$ cat config.mk
export PLATFORM = sky130hd
export DESIGN_NAME = flash_sample_streamer
export DESIGN_NICKNAME = d
export VERILOG_FILES = /design/src/rtl/flash_stream_pkg.sv /design/src/rtl/sample_fifo.sv /design/src/rtl/flash_sample_streamer.sv
export SDC_FILE = /design/constraint.sdc
export NUM_CORES = 1
export LEC_CHECK = 0
export BUFFER_PORTS_ARGS = -buffer_cell sky130_fd_sc_hd__buf_2
export CORE_MARGIN = 2
export CORE_UTILIZATION = 43
export CTS_CLUSTER_DIAMETER = 100
export DETAILED_ROUTE_END_ITERATION = 6
export GPL_TIMING_DRIVEN = 0
export PLACE_DENSITY = 0.61
export SYNTH_ARGS = -nofsm -noshare
export SYNTH_HDL_FRONTEND = slang
export SYNTH_HIERARCHICAL = 1
export SYNTH_SLANG_ARGS = --single-unit
$ cat constraint.sdc
create_clock -name CLOCK_50 -period 2.8 [get_ports CLOCK_50]
set_input_delay 0.56 -clock CLOCK_50 [delete_from_list [all_inputs] [get_ports CLOCK_50]]
set_output_delay 0.56 -clock CLOCK_50 [all_outputs]
set_load 0.03 [all_outputs]
$ cat src/rtl/flash_stream_pkg.sv
// Shared types, defaults and helpers for the flash sample streamer.
package flash_stream_pkg;

    localparam int DEF_NUM_WORDS  = 524288;
    localparam int DEF_FIFO_DEPTH = 8;
    localparam int ADDR_W         = 23;

    typedef enum logic [1:0] {
        NORMAL = 2'd0,
        FAST   = 2'd1,
        SLOW   = 2'd2
    } rate_mode_t;

    typedef enum logic [2:0] {
        IDLE      = 3'd0,
        REQ       = 3'd1,
        WAIT_DATA = 3'd2,
        PUSH      = 3'd3,
        END       = 3'd4
    } stream_state_t;

    // Encoding 11 plays back at normal rate.
    function automatic rate_mode_t to_rate_mode(input logic [1:0] m);
        case (m)
            2'b01:   return FAST;
            2'b10:   return SLOW;
            default: return NORMAL;
        endcase
    endfunction

    function automatic logic [2:0] samples_per_word(input rate_mode_t m);
        case (m)
            FAST:    return 3'd1;
            SLOW:    return 3'd4;
            default: return 3'd2;
        endcase
    endfunction

endpackage

$ cat src/rtl/sample_fifo.sv
// Synchronous FIFO with free-slot count; simultaneous push/pop allowed at full or empty.
module sample_fifo #(
    parameter int WIDTH = 16,
    parameter int DEPTH = 8
) (
    input  logic                     CLOCK_50,
    input  logic                     reset,
    input  logic                     push,
    input  logic [WIDTH-1:0]         push_data,
    input  logic                     pop,
    output logic [WIDTH-1:0]         head_data,
    output logic                     full,
    output logic                     empty,
    output logic [$clog2(DEPTH):0]   free_count
);
    localparam int AW = $clog2(DEPTH);
    localparam int CW = AW + 1;

    logic [WIDTH-1:0] mem [DEPTH];
    logic [AW-1:0]    wr_ptr;
    logic [AW-1:0]    rd_ptr;
    logic [CW-1:0]    count;
    logic             do_push;
    logic             do_pop;

    assign empty      = (count == '0);
    assign full       = (count == CW'(DEPTH));
    assign free_count = CW'(DEPTH) - count;
    assign do_pop     = pop && !empty;
    // A push into a full FIFO is accepted only when a pop frees the slot in the same cycle.
    assign do_push    = push && (!full || do_pop);
    assign head_data  = empty ? '0 : mem[rd_ptr];

    always_ff @(posedge CLOCK_50) begin
        if (reset) begin
            wr_ptr <= '0;
            rd_ptr <= '0;
            count  <= '0;
        end else begin
            if (do_push) wr_ptr <= wr_ptr + AW'(1);
            if (do_pop)  rd_ptr <= rd_ptr + AW'(1);
            if (do_push && !do_pop)      count <= count + CW'(1);
            else if (!do_push && do_pop) count <= count - CW'(1);
        end
    end

    always_ff @(posedge CLOCK_50) begin
        if (do_push) mem[wr_ptr] <= push_data;
    end

endmodule

$ cat src/rtl/flash_sample_streamer.sv
// Streams 32-bit flash words as rate-adjusted 16-bit samples into a FIFO.
// Build option STREAM_LOOP_EN: wrap to address 0 after the last word instead of ending.
//   state     | meaning
//   IDLE      | latch mode, wait for enough free FIFO slots
//   REQ       | read request held until waitrequest drops
//   WAIT_DATA | wait for readdatavalid, capture word
//   PUSH      | one sample per cycle into the FIFO
//   END       | clip finished, no further reads
module flash_sample_streamer
    import flash_stream_pkg::*;
#(
    parameter int NUM_WORDS  = DEF_NUM_WORDS,
    parameter int FIFO_DEPTH = DEF_FIFO_DEPTH
) (
    input  logic              CLOCK_50,
    input  logic              reset,
    input  logic [1:0]        mode,
    output logic              flash_mem_read,
    output logic [ADDR_W-1:0] flash_mem_address,
    input  logic              flash_mem_waitrequest,
    input  logic [31:0]       flash_mem_readdata,
    input  logic              flash_mem_readdatavalid,
    output logic              sample_valid,
    input  logic              sample_ready,
    output logic [15:0]       sample_data,
    output logic              done
);
    localparam int CW = $clog2(FIFO_DEPTH) + 1;

    stream_state_t     state_q, state_d;
    rate_mode_t        mode_in, mode_q;
    logic [ADDR_W-1:0] addr_q;
    logic [31:0]       word_q;
    logic [1:0]        push_cnt_q;
    logic              fifo_push;
    logic [15:0]       push_sample;
    logic              fifo_full;
    logic              fifo_empty;
    logic [CW-1:0]     fifo_free;
    logic              last_word;
    logic              last_push;

    assign mode_in           = to_rate_mode(mode);
    assign last_word         = (addr_q == ADDR_W'(NUM_WORDS - 1));
    assign last_push         = (push_cnt_q == 2'd0);
    assign flash_mem_address = addr_q;
    assign sample_valid      = !fifo_empty;
    // Down-counter runs N-1..0; the upper half of its range selects the high half-word.
    assign push_sample = ({1'b0, push_cnt_q} >= (samples_per_word(mode_q) >> 1))
                         ? word_q[31:16] : word_q[15:0];

    always_ff @(posedge CLOCK_50) begin
        if (reset) state_q <= IDLE;
        else       state_q <= state_d;
    end

    always_comb begin
        state_d        = state_q;
        flash_mem_read = 1'b0;
        fifo_push      = 1'b0;
        case (state_q)
            IDLE: begin
                if (!fifo_full && fifo_free >= CW'(samples_per_word(mode_in)))
                    state_d = REQ;
            end
            REQ: begin
                flash_mem_read = 1'b1;
                if (!flash_mem_waitrequest) state_d = WAIT_DATA;
            end
            WAIT_DATA: begin
                if (flash_mem_readdatavalid) state_d = PUSH;
            end
            PUSH: begin
                fifo_push = 1'b1;
                if (last_push) begin
`ifdef STREAM_LOOP_EN
                    state_d = IDLE;
`else
                    state_d = last_word ? END : IDLE;
`endif
                end
            end
            END:     state_d = END;
            default: state_d = IDLE;
        endcase
    end

    always_ff @(posedge CLOCK_50) begin
        if (reset) begin
            mode_q     <= NORMAL;
            push_cnt_q <= '0;
            addr_q     <= '0;
            word_q     <= '0;
        end else begin
            case (state_q)
                IDLE: begin
                    mode_q     <= mode_in;
                    push_cnt_q <= 2'(samples_per_word(mode_in) - 3'd1);
                end
                WAIT_DATA: begin
                    if (flash_mem_readdatavalid) word_q <= flash_mem_readdata;
                end
                PUSH: begin
                    if (last_push) addr_q <= last_word ? '0 : addr_q + ADDR_W'(1);
                    else           push_cnt_q <= push_cnt_q - 2'd1;
                end
                default: ;
            endcase
        end
    end

`ifdef STREAM_LOOP_EN
    assign done = 1'b0;
`else
    logic done_q;
    always_ff @(posedge CLOCK_50) begin
        if (reset)                             done_q <= 1'b0;
        else if (state_q == END && fifo_empty) done_q <= 1'b1;
    end
    assign done = done_q;
`endif

    sample_fifo #(
        .WIDTH (16),
        .DEPTH (FIFO_DEPTH)
    ) u_fifo (
        .CLOCK_50   (CLOCK_50),
        .reset      (reset),
        .push       (fifo_push),
        .push_data  (push_sample),
        .pop        (sample_ready),
        .head_data  (sample_data),
        .full       (fifo_full),
        .empty      (fifo_empty),
        .free_count (fifo_free)
    );

endmodule
==> summary.md <==
| Metric | Value |
|---|---|
| Status | finished clean |
| Distinct cells, synth | 53 |
| Simple-gate share of the synthesized area | 0.117 |
| Initial antenna violation count | 1 |
| Final WL | 18.4 mm |
| Post-synthesis xor/xnor area fraction | 0.0307 |
| Pre-antenna DRT Iters | 4 |
| Fraction of the mapped netlist area in adder cells | 0.0257 |
| DP HPWL | 13.2 mm |
| Register area share after synthesis | 0.627 |
| Met3 usage | 0.0346 |
| # rows | 51 |
| H-Tree Level Count | 1 |
| Post-Place Cells | 987 |
| Largest net degree at the start of global routing | 17 |
| Non-Filler Instances | 1,031 |
| Mean Syn Cell Area | 13.5 sq um |
| Area Overhead vs Synth | 19.9% |
| CTS tree | done |
| DRT iter0 DRCs | 282 |
| GR Util met1 | 0.230 |
| GR Util met2 | 0.301 |
| Ant. Diodes | 0 |
| Setup violations, final | 0 |
| Initial core utilization | 0.438 |
| Pre-CTS WS | -238 ps |
| Top Ports | 81 |
| Root Driver | clkbuf_16 |
| Slew Limit Headroom | 0.440 |
| Mapped cell area | 8560 sq um |
| Synth Net Count | 688 |
| Post-synthesis register bit count | 204 |
| CP startpoint kind | register |
| Post-Synthesis Cells | 632 |
| FMAX | 370 MHz |
| Final net count | 806 |
| Port buffer count | 80 |
| CTS Sinks | 204 |
| Tightest Pin Transition | 836 ps |
| Cell Area, Placed | 9470 sq um |
| Compound-Gate Fraction of Synth Area | 0.0392 |
| CP top delay family | multiplexers |
| Buf/Inv on CP | 3 |
| Antenna Violating Nets Remaining | 0 |
| Max-cap violations | 0 |
| WP data required | 2240 ps |
| VDD IR max | 0.000530 V |
| Vias in the first global route | 5,425 |
| Worst-Skew Late Latency | 510 ps |
| Crit-path max cell delay | 530 ps |
| Fin crit period | 2700 ps |
| Final Hold Viols | 0 |
| Total GRT Usage | 0.175 |
| Crit path DAT | 2140 ps |
| Ys async rst share | 0 |
| Final setup TNS | 0 ps |
| Core area | 19,500 sq um |
| Post-DR vias/cell | 5.18 |
| PwrDens | 855 nW/um^2 |
| DR WL/cell | 17.8 um |
| Grt total ovfl | 0 |
| Post-synthesis mux area share | 0.132 |
| Full die area | 21,100 sq um |
| Most Used Layer, Global Route | met2 |
| DIE HEIGHT | 145 um |
| Final setup margin | 101 ps |
| Finished Cell Area | 10,300 sq um |
| Hold_buf cts | 0 |
| Global-route wire length before repair | 29.4 mm |
| Most frequently used flop master after synthesis | edfxtp_1 |
| Die width | 145 um |
| Routability Congestion | 0.810 |
| Slowest cell on crit path | mux4_2 |
| Post-synth EDFFs | 128 |
| CTS clk-pin slew, worst paths | 70 ps |
| CTS Buf Count | 22 |
| Residual DRC | 0 |
| Layout cell share with drive strength beyond 1 | 0.290 |
| Deepest clock path buffer count | 3 |
| Largest family of logic cells by synthesized area | multiplexers |
| Hold Crit Class | in -> reg |
| Worst hold slack | 287 ps |
| CP Capture Type | output pin |
| Kind of critical path | reg -> out |
| Clock skew after layout | 27.5 ps |
| Critical path cell sequence | buf_6 -> buf_12 -> mux4_2 -> mux2i_2 -> nor2_1 -> buf_2 |
| Period utilization | 0.964 |
| Critical-path maximum fanout | 10 |
| Fin. max-slew vios | 0 |
| Vias | 5,342 |
| Lkg Pwr | 0.00377 uW |
| YS warnings | 6 |
==> placed cells by master (no fill, tap or decap), drive strengths merged, types with 8 or more instances in the layout <==
cell type | Yosys | final
nor3 | 11 | 11
nand4 | 13 | 13
nand2b | 8 | 8
mux2i | 20 | 20
xor2 | 22 | 22
mux4 | 32 | 32
xnor2 | 8 | 8
edfxtp | 128 | 128
mux2 | 18 | 18
buf | 15 | 108
nand2 | 75 | 75
clkbuf | 15 | 44
a21oi | 43 | 43
nor2 | 61 | 61
ha | 16 | 16
inv | 17 | 18
dfxtp | 76 | 76
==> report_power, final <==
group,internal (uW),switching [uW],leakage [uW]
sequential,3370,108,0.00181
clock,1680,1170,0.000348
combinational,1010,1420,0.00161
==> stage by stage <==
stage | power [uW] | util
floorplan | 5270 | -
global placement | 5830 | 0.476
detailed placement | 5900 | 0.485
CTS | 8820 | 0.524
global route | 9210 | 0.526
finish | 8770 | 0.526
==> cell usage after synthesis (11+ instances only) <==
library cell	n	area, sq um
edfxtp_1	128	3840
dfxtp_1	76	1520
nand2_1	74	278
nor2_1	61	229
a21oi_1	43	215
mux4_2	31	698
xor2_1	22	193
mux2i_1	20	200
mux2_2	18	203
inv_1	17	63.8
ha_1	16	200
clkbuf_1	15	56.3
nand4_1	11	68.8
nor3_1	11	55.1
==> path summary, 6_finish.rpt <==
kind / start / slack (ps) / cells after the start / to
max: register / 100 / 6 / sample_data[5]
min: flash_mem_readdata[21] / 290 / 3 / word_q[21]
max reg2reg: u_fifo/count[0] / 150 / 11 / u_fifo/count[3]
min reg2reg: word_q[12] / 450 / 2 / word_q[12]
==> kinds of logic after synthesis <==
logic type | count (synthesis)
compound gates | 59
flops | 204
xor+xnor | 30
buf+inv | 47
fa+ha+maj | 17
mux | 70
simple gates | 205
==> registers in the layout, indices dropped and copies added (netlist names), named ones only <==
| register | count |
|---|---|
| u_fifo/mem | 128 |
| word_q | 32 |
| flash_mem_address | 23 |
| u_fifo/count | 4 |
| state_q | 3 |
| u_fifo/rd_ptr | 3 |
| u_fifo/wr_ptr | 3 |
| mode_q | 2 |
| push_cnt_q | 2 |
| done | 1 |
==> per-layer routing <==
layer	wire [um]	part of all wire
met1	8320	0.45
met2	8860	0.48
met3	942	0.051
met4	264	0.014
met5	0	0
==> repair_timing <==
item,in CTS,in global routing
pin swaps,1,0
resized for setup,5,9
endpoints found under the setup margin,91,87
setup buffers,2,2
==> tightest hold or removal path, stage by stage <==
cell     delay, ps
buf_2          100
nand2_1         50
a21oi_1         50
==> area by class of cell <==
type | instances | area [sq um]
fillers | 1670 | 9260
multi-input cells | 381 | 3010
well taps | 265 | 332
clock inverters | 12 | 145
repair buffers | 94 | 562
clock buffers | 28 | 583
plain buffers | 30 | 196
inverters | 17 | 63.8
flip-flops and latches | 204 | 5370
Power figures use the tool's default switching activity.
